## src/rtl/serial_word_tx.sv

```systemverilog
// serial_word_tx: buffers parallel words in a small FIFO and streams them MSB-first
// on a single serial line, reloading back-to-back so consecutive words have no gap.
module serial_word_tx #(
   parameter int WIDTH = 4,
   parameter int DEPTH = 2
) (
   input  logic             clk,
   input  logic             resetn,
   input  logic [WIDTH-1:0] din,
   input  logic             din_valid,
   output logic             din_ready,
   output logic             so,
   output logic             so_valid,
   output logic             frame_last,
   output logic             busy
);
   localparam int AW  = DEPTH > 1 ? $clog2(DEPTH) : 1;
   localparam int CNW = $clog2(DEPTH + 1);
   localparam int BW  = WIDTH > 1 ? $clog2(WIDTH) : 1;

   typedef enum logic {IDLE, SHIFT} state_t;

   state_t           state_q, state_d;
   logic [WIDTH-1:0] mem_q [DEPTH];
   logic [AW-1:0]    wptr_q, rptr_q;
   logic [CNW-1:0]   count_q, count_d;
   logic [WIDTH-1:0] shreg_q, shreg_d;
   logic [BW-1:0]    bcnt_q, bcnt_d;
   logic             push, pop, empty;

   assign empty     = count_q == '0;
   assign din_ready = count_q != CNW'(DEPTH);
   assign push      = din_valid && din_ready;
   // reload on the last bit's edge so back-to-back words carry no idle bit
   assign pop       = !empty && (state_q == IDLE || bcnt_q == '0);

   assign so         = state_q == SHIFT && shreg_q[WIDTH-1];
   assign so_valid   = state_q == SHIFT;
   assign frame_last = state_q == SHIFT && bcnt_q == '0;
   assign busy       = state_q == SHIFT || !empty;

   always_comb begin
      state_d = state_q;
      shreg_d = shreg_q;
      bcnt_d  = bcnt_q;
      count_d = count_q + CNW'(push) - CNW'(pop);
      if (pop) begin
         state_d = SHIFT;
         shreg_d = mem_q[rptr_q];
         bcnt_d  = BW'(WIDTH - 1);
      end else if (state_q == SHIFT) begin
         shreg_d = shreg_q << 1;
         bcnt_d  = bcnt_q - BW'(1);
         state_d = bcnt_q == '0 ? IDLE : SHIFT;
      end
   end

   always_ff @(posedge clk or negedge resetn) begin
      if (!resetn) begin
         state_q <= IDLE;
         shreg_q <= '0;
         bcnt_q  <= '0;
         count_q <= '0;
         wptr_q  <= '0;
         rptr_q  <= '0;
      end else begin
         state_q <= state_d;
         shreg_q <= shreg_d;
         bcnt_q  <= bcnt_d;
         count_q <= count_d;
         wptr_q  <= push ? wptr_q + AW'(1) : wptr_q;
         rptr_q  <= pop ? rptr_q + AW'(1) : rptr_q;
      end
   end

   always_ff @(posedge clk) begin
      if (push) mem_q[wptr_q] <= din;
   end
endmodule
```

## config.mk

```make
export PLATFORM = sky130hd
export DESIGN_NAME = serial_word_tx
export DESIGN_NICKNAME = d
export VERILOG_FILES = /design/src/rtl/serial_word_tx.sv
export SDC_FILE = /design/constraint.sdc
export NUM_CORES = 1
export LEC_CHECK = 0
export ABC_AREA = 1
export ABC_CLOCK_PERIOD_IN_PS = 4600
export BUFFER_PORTS_ARGS = -buffer_cell sky130_fd_sc_hd__buf_2
export CAP_MARGIN = 20
export CELL_PAD_IN_SITES_DETAIL_PLACEMENT = 1
export CELL_PAD_IN_SITES_GLOBAL_PLACEMENT = 1
export CORE_MARGIN = 2
export CORE_UTILIZATION = 45
export CTS_CLUSTER_DIAMETER = 200
export DETAILED_ROUTE_END_ITERATION = 10
export PLACE_DENSITY = 0.77
export SYNTH_ARGS = -nofsm -noshare
export SYNTH_HDL_FRONTEND = slang
export SYNTH_SLANG_ARGS = --single-unit
```

## constraint.sdc

```tcl
create_clock -name clk -period 4.6 [get_ports clk]
set_input_delay 0.92 -clock clk [delete_from_list [all_inputs] [get_ports clk]]
set_output_delay 0.92 -clock clk [all_outputs]
set_load 0.01 [all_outputs]
```

### Word level (Yosys, flattened, before mapping)

Memories as Yosys holds them, arrays and structs flattened.
Index checks and enable logic that the tools add are counted.

* flip-flop bits (word level): 11
* bits in latches: 0
* RAM bits: 8
* ROM bits: 0
* output and inout port bits: 5
* word-level logic and storage cells: 33
* memories kept: 1

* add/subtract/negate cells: 5
* multiply operators: 0
* divide/modulo/power cells: 0
* $lt $le $gt $ge: 0
* equality and inequality tests: 1
* shift operators: 0
* mux-type cells: 9
* bitwise logic cells: 1
* reductions and logical operators: 10

Memories
* mem_q: words 2, bits a word 4, rd ports 1, clocked after memory_dff 0, wr ports 1, RTL line 24 `logic [WIDTH-1:0] mem_q [DEPTH];`

Operators by type and width (count)
* $mux W4: 2
* $mux W1: 5
* $logic_and A1 B1 Y1: 4
* $logic_not A2 Y1: 2
* $mux W2: 2
* $add A1 B1 Y1 const B: 2
* $add A2 B1 Y2: 1
* $logic_or A1 B1 Y1: 2
* $ne A2 B2 Y1 const B: 1
* $reduce_bool A2 Y1: 1
* $sub A2 B1 Y2: 1
* $sub A2 B1 Y2 const B: 1
* $logic_not A1 Y1: 1
* $not A1 Y1: 1

### Logic depth before layout (Yosys ltp)

Gate-level depths: netlist (run 1).

* depth in word-level cells: 4
* depth in mapped cells: 12
* gate-level depth less buffers: 12

### Worst setup path after synthesis (run 1)

No wires, ideal clock.

* path kind: reg-to-output
* from: register bcnt_q[0]
* to: output frame_last
* arrival time: 0.795 ns
* slack: 2.885 ns
* stages on the path, launching flop included: 5
* buffers on the path: 0
* cell sequence: dfrtp_1 > inv_1 > ha_1 > nand2_1 > inv_1

* word-level cells in the longest chain between the ends: 2

Ends and longest elaborated chain
* from (decl): RTL line 28 `logic [BW-1:0] bcnt_q, bcnt_d;`
* from (signal assigned): RTL line 69 `bcnt_q <= bcnt_d;`
* $logic_not A2 Y1: RTL line 39 `assign frame_last = state_q == SHIFT && bcnt_q == '0;`
* $logic_and A1 B1 Y1: RTL line 39
* to (decl): RTL line 14 `output logic frame_last,`

Every way passes these cells.

### Final worst setup path (run 1)

* from: register count_q[0]
* to: output busy

* word-level cells in the longest chain between the ends: 3

Ends and longest elaborated chain
* from (decl): RTL line 26 `logic [CNW-1:0] count_q, count_d;`
* from (signal assigned): RTL line 70 `count_q <= count_d;`
* $logic_not A2 Y1: RTL line 31 `assign empty = count_q == '0;`
* $logic_not A1 Y1: RTL line 40 `assign busy = state_q == SHIFT || !empty;`
* $logic_or A1 B1 Y1: RTL line 40
* to (decl): RTL line 15 `output logic busy`

Every way passes these cells.

==> impl_metrics.toml, run 1 <==
[run_status]
status = "complete, no violations"

[floorplanning]
die_w_um = 48.7
initial_utilization_pct = 46.7
die_h_um = 48.7
rows = 16
core_area_um2 = 1920
io_pins = 12
dieArea_um2 = 2370

[route]
drt-total-wl_um = 1600
viasPerCell = 4.63
first_pass_iters = 2
drtIter0Drc = 1
detail-route-antenna-nets = 0
avgRoutedWirePerCell_um = 11.8
drc_errors = 0
num_vias = 630

[clock_tree]
cts_setup_buffers = 0
clockBufferDepth = 2
cts_tree = "yes"
cts_sinks = 19
cts_made_buffers = 3
clock_latency_ps = 290
ctsResizeCount = 0
cts_root_buf = "clkbuf_4"
cts_hold_buffers = 0
clkTransAtPathRegs_ps = 100
h-tree-depth = 1

[finish]
fillers = 248
drive_gt1_share_pct = 27.5
fin_area_um2 = 1010
num_antenna_cells = 0
final_nets = 119
area_growth_pct = 12.8
finalNonFillerCells = 136

[sta]
fin_worst_skew_ps = 2.56
finalMaxSlewViolations = 0
hold_violations = 0
rsz0062_at_grt = "false"
clock.fmax_ghz = 0.449
setup_ws_ps = 2370
slew_headroom_pct = 72.9
tightest_slew_ps = 406
post-route-period-util_pct = 48.4
fin_setup_tns_ps = 0
setup_viol = 0
layout_min_cycle_time_ps = 2230

[setup_path]
reg2reg_depth = 12
r2r_end = "count_q[1]"
crit_path_max_fanout = 5
slowest_delay_ps = 420
cp.depth = 5
r2r_start = "bcnt_q[0]"
path_class = "flip-flop to output port"
cp-end-kind = "output port"
cp_data_required_time_ps = 3680
slowest_stage = "dfrtp_1"
endpoint = "busy"
cp_data_arrival_time_ps = 1310
critical-path-top-delay-family = "flip-flops"
start_kind = "flip-flop"
regToRegSetupSlack_ps = 2800
worstPathCellList = "inv_1, nand2_2, nor2_2, inv_2, buf_2"
worstPathBufferInverterCount = 3
crit_path_start = "count_q[0]"

[global_route]
globalRouteTotalUtil_pct = 15.9
grt_pass1_wl_um = 2920
grt_antenna_before_repair = 0
grt_max_degree = 12
grt_pass1_vias = 678
grt_overflow = 0

[place]
post_dp_cell_area_um2 = 986
io_buffers = 11
hpwl_um = 1270
place_inst = 132
dp_slack_ps = 2640
gp_congestion = 0.720

[logic_synthesis]
synth.most_common_cell = "nand2_1"
synthCells = 94
async_reset_ff_share_pct = 57.9
yosysTopAreaCellShare_pct = 30.7
synth_edf_count = 8
yosys.area.top_type = "dfrtp_1"
netlist_area_um2 = 897
synth.distinct_cells = 17
synth.top_cells.by_area = "dfrtp_1 31%, edfxtp_1 27%, nand2_1 13%"
syn-num-nets = 103
ys_seq_area_share_pct = 57.5
synth_ff_type = "dfrtp_1"
ys_ff_latch = 19
yosys_warnings = 0
synth_area_per_cell_um2 = 9.54
post_synth_most_frequent_cells = "30 x nand2_1, 13 x inv_1, 11 x dfrtp_1"

[min_path]
hold_path_class = "input port to asynchronous set/reset pin"

[power_and_ir_drop]
leakage_nw = 0.514
ir_drop_v = 0.000281
p_per_area_nw_per_um2 = 668

[job]
max_cap_violations = 0
cell families after synthesis:
kind of cell / after synthesis / share of synthesized area [%]
AND/OR/NAND/NOR: 51 / 28.7
AO/OA/AOI/OAI: 3 / 1.95
adder cells (fa/ha/maj): 2 / 2.79
XOR/XNOR: 2 / 1.95
buffers and inverters: 17 / 7.11
flip-flops: 19 / 57.5
per-stage QoR:
step / hold WS (ps) / utilization [%] / total power (W)
3_3_place_gp: 468 / 51.3 / 0.000587
3_5_place_dp: 483 / 51.3 / 0.000604
6_report: 476 / 52.7 / 0.000677
2_1_floorplan: 450 / - / 0.000522
5_1_grt: 483 / 52.7 / 0.000749
4_1_cts: 477 / 52.7 / 0.000690
registers in the layout, indices dropped and copies added, names as in the netlist:
name / flops
bcnt_q: 2
wptr_q: 1
shreg_q: 4
rptr_q: 1
so_valid: 1
mem_q: 8
count_q: 2
cells in the final DEF, fill, tap and decap left out:
cell	n
clkbuf_4	3
clkbuf_1	1
nand2_1	30
buf_2	11
nand3_2	1
inv_2	4
o211ai_1	1
ha_1	2
nand2_4	3
nor2_1	4
nand3_1	4
inv_1	13
nor2_2	2
edfxtp_1	8
nand4_1	1
dfrtp_1	11
o21ai_1	2
nor2_4	2
nand2_2	4
xor2_1	2
where the power goes:
part | leakage [nW] | total (W) | switching, W | internal (W)
combinational | 0.294 | 0.000308 | 0.000194 | 0.000114
clock | 0.0150 | 0.0000831 | 0.0000493 | 0.0000337
sequential | 0.205 | 0.000286 | 0.0000424 | 0.000243
total | 0.514 | 0.000677 | 0.000286 | 0.000391
cell type report:
cell class                 count  area [µm²]  share of cell area [%]
clock buffer                   4        26.3                    2.60
inverter                      17        63.8                    6.30
multi-input combinational     58         318                    31.4
sequential                    19         515                    50.9
tap                           27        33.8                    3.34
timing repair buffer          11        55.1                    5.44
worst min path at each step:
| stage | endpoint | slack [ps] | depth (start not counted) |
|---|---|---|---|
| finish | shreg_q[0] | 480 | 1 |
| global route | shreg_q[0] | 480 | 1 |
| CTS | bcnt_q[0] | 480 | 1 |
| floorplan | shreg_q[1] | 450 | 2 |
| detailed placement | shreg_q[3] | 480 | 2 |
| global placement | shreg_q[1] | 470 | 2 |
routing by layer:
| layer | share of wire (%) | up-vias | track usage, % |
|---|---|---|---|
| met5 | 0 | - | 0 |
| met4 | 0.87 | 0 | 7.14 |
| met3 | 2.9 | 2 | 2.16 |
| met2 | 55 | 8 | 29.5 |
| met1 | 41 | 298 | 18.1 |
| li1 | - | 322 | - |
(Power assumes the default switching activity.)
==> run 2, diff against run 1 <==
--- a/config.mk
+++ b/config.mk
@@ -6,16 +6,16 @@
 export NUM_CORES = 1
 export LEC_CHECK = 0
 export ABC_AREA = 1
-export ABC_CLOCK_PERIOD_IN_PS = 4600
+export ABC_CLOCK_PERIOD_IN_PS = 2000
 export BUFFER_PORTS_ARGS = -buffer_cell sky130_fd_sc_hd__buf_2
 export CAP_MARGIN = 20
 export CELL_PAD_IN_SITES_DETAIL_PLACEMENT = 1
 export CELL_PAD_IN_SITES_GLOBAL_PLACEMENT = 1
 export CORE_MARGIN = 2
-export CORE_UTILIZATION = 45
+export CORE_UTILIZATION = 38
 export CTS_CLUSTER_DIAMETER = 200
 export DETAILED_ROUTE_END_ITERATION = 10
-export PLACE_DENSITY = 0.77
+export PLACE_DENSITY = 0.69
 export SYNTH_ARGS = -nofsm -noshare
 export SYNTH_HDL_FRONTEND = slang
 export SYNTH_SLANG_ARGS = --single-unit
==> constraint.sdc (replaced) <==
create_clock -name clk -period 2 [get_ports clk]
set_input_delay 0.4 -clock clk [delete_from_list [all_inputs] [get_ports clk]]
set_output_delay 0.4 -clock clk [all_outputs]
set_load 0.01 [all_outputs]
==> run 2 against run 1 <==
Net effect: critical path depth rose by 7; largest cell class unchanged; first-iteration DRC count rose to 9.0 times the previous value; via count fell by 0.95%; sequential power rose by 130%; clock power rose by 130%; global-route usage fell by 2.1 points; power rose by 130%; cell area rose by 1.1%; register-to-register slack got worse by 2600 ps; die area rose by 17%; cell count rose by 1.5%.
==> impl_metrics.toml, run 2 (synthesized netlist as in run 1, its figures left out) <==
[run_status]
status = "complete, no violations"

[min_path]
hold_path_class = "input port to flip-flop"
min_to = "mem_q[0][1]"
hold_depth = 1
hp-start = "din[1]"

[clock_tree]
clkTransAtPathRegs_ps = 110
cts_sinks = 19
cts_hold_buffers = 1
h-tree-depth = 1
clock_latency_ps = 290
cts_made_buffers = 3
clockBufferDepth = 2
ctsResizeCount = 0
cts_setup_buffers = 0
cts_tree = "yes"
cts_root_buf = "clkbuf_4"

[setup_path]
cp-end-kind = "flip-flop"
start_kind = "flip-flop"
worstPathBufferInverterCount = 3
crit_path_max_fanout = 7
slowest_delay_ps = 400
reg2reg_depth = 12
critical-path-top-delay-family = "adder cells"
worstPathCellList = "inv_1, ha_1, inv_1, nand2_2, nand2_4, nand2_1, nand2_1, ha_1, xor2_1, inv_1, nand3_1, nand2_1"
cp_data_required_time_ps = 2200
cp_data_arrival_time_ps = 1960
r2r_end = "count_q[1]"
slowest_stage = "dfrtp_1"
regToRegSetupSlack_ps = 240
r2r_start = "bcnt_q[0]"
path_class = "flip-flop to flip-flop"

[power_and_ir_drop]
p_per_area_nw_per_um2 = 1510
ir_drop_v = 0.000774
leakage_nw = 0.518

[global_route]
grt_antenna_before_repair = 0
grt_overflow = 0
grt_max_degree = 12
grt_pass1_vias = 657
grt_pass1_wl_um = 2750
globalRouteTotalUtil_pct = 13.8

[finish]
top_regs = "mem_q (8), shreg_q (4)"
fillers = 271
finalNonFillerCells = 138
drive_gt1_share_pct = 27.3
final_nets = 120
largest_reg_flops = 8
final_common_cell = "nand2_1"
final-seq-area_um2 = 515
final_cell_mix = "30 x nand2_1, 13 x inv_1, 11 x dfrtp_1, 11 x buf_2, 8 x edfxtp_1"
area_growth_pct = 14.1
multi_input_area_um2 = 318
regMostFlops = "mem_q"
num_antenna_cells = 0

[place]
hpwl_um = 1210
place_inst = 133
dp_slack_ps = 225
io_buffers = 11
gp_congestion = 0.722

[sta]
fin_worst_skew_ps = 3.88
finalMaxSlewViolations = 0
rsz0062_at_grt = "false"
setup_ws_ps = 238
fin_setup_tns_ps = 0
slew_headroom_pct = 75.2
layout_min_cycle_time_ps = 1760
tightest_slew_ps = 370
post-route-period-util_pct = 88.1
clock.fmax_ghz = 0.568
hold_violations = 0
setup_viol = 0

[floorplanning]
dieArea_um2 = 2770
die_h_um = 52.6
initial_utilization_pct = 40.6
die_w_um = 52.6
core_area_um2 = 2210
rows = 17
io_pins = 12

[route]
first_pass_iters = 4
num_vias = 624
drt-total-wl_um = 1510
detail-route-antenna-nets = 0
drtIter0Drc = 9
viasPerCell = 4.52
drc_errors = 0
avgRoutedWirePerCell_um = 11.0

[job]
max_cap_violations = 0
[run 2: cell count changes in the layout (fill, tap and decap cells not counted), sizes merged]
| cell | change |
|---|---|
| dlygate4sd3 | +1 |
[run 2: metrics by stage]
stage / cell area [µm²] / power [W] / hold WS (ps) / util, %
5_1_grt: 1020 / 0.00172 / 276 / 46.3
3_3_place_gp: 987 / 0.00135 / 296 / 44.6
2_1_floorplan: 897 / 0.00120 / 104 / -
3_5_place_dp: 987 / 0.00139 / 290 / 44.6
4_1_cts: 1020 / 0.00158 / 281 / 46.3
6_report: 1020 / 0.00155 / 287 / 46.3
[run 2: area by class of cell]
cell class                      instances  share of cell area (%)
Sequential cell                        19                    50.4
Multi-Input combinational cell         58                    31.1
Timing Repair Buffer                   12                    6.36
Inverter                               17                    6.23
Tap cell                               28                    3.42
Clock buffer                            4                    2.57
[run 2: worst reg2reg max path, delay by kind of cell (launching register included)]
family,cells,cell delay [ps]
XOR/XNOR,1,180
adder cells (fa/ha/maj),2,440
buffers and inverters,3,220
flip-flops,1,400
AND/OR/NAND/NOR,6,440
[run 2: worst max-delay path by stage]
stage | start | to | slack (ps) | cells after the start
final | bcnt_q[0] | count_q[1] | 240 | 12
after global routing | bcnt_q[0] | count_q[1] | 40 | 12
after CTS | bcnt_q[0] | count_q[1] | 210 | 12
after detailed placement | bcnt_q[0] | count_q[1] | 220 | 12
after global placement | bcnt_q[0] | count_q[1] | 340 | 12
after floorplan | bcnt_q[0] | count_q[1] | 440 | 12
[run 2: power by group]
part	total, W	internal (W)	leakage (nW)	switching [W]
Sequential	0.000660	0.000560	0.205	0.000101
Clock	0.000193	0.0000775	0.0150	0.000115
Combinational	0.000697	0.000262	0.299	0.000434
Total	0.00155	0.000899	0.518	0.000650
[run 2: per-layer routing]
| metal | track usage (%) | vias up | routed length (µm) |
|---|---|---|---|
| met3 | 3.43 | 2 | 62 |
| met4 | 5.13 | 0 | 13 |
| met2 | 23.1 | 11 | 740 |
| met1 | 17.0 | 286 | 694 |
| li1 | - | 325 | - |
| met5 | 0 | - | 0 |
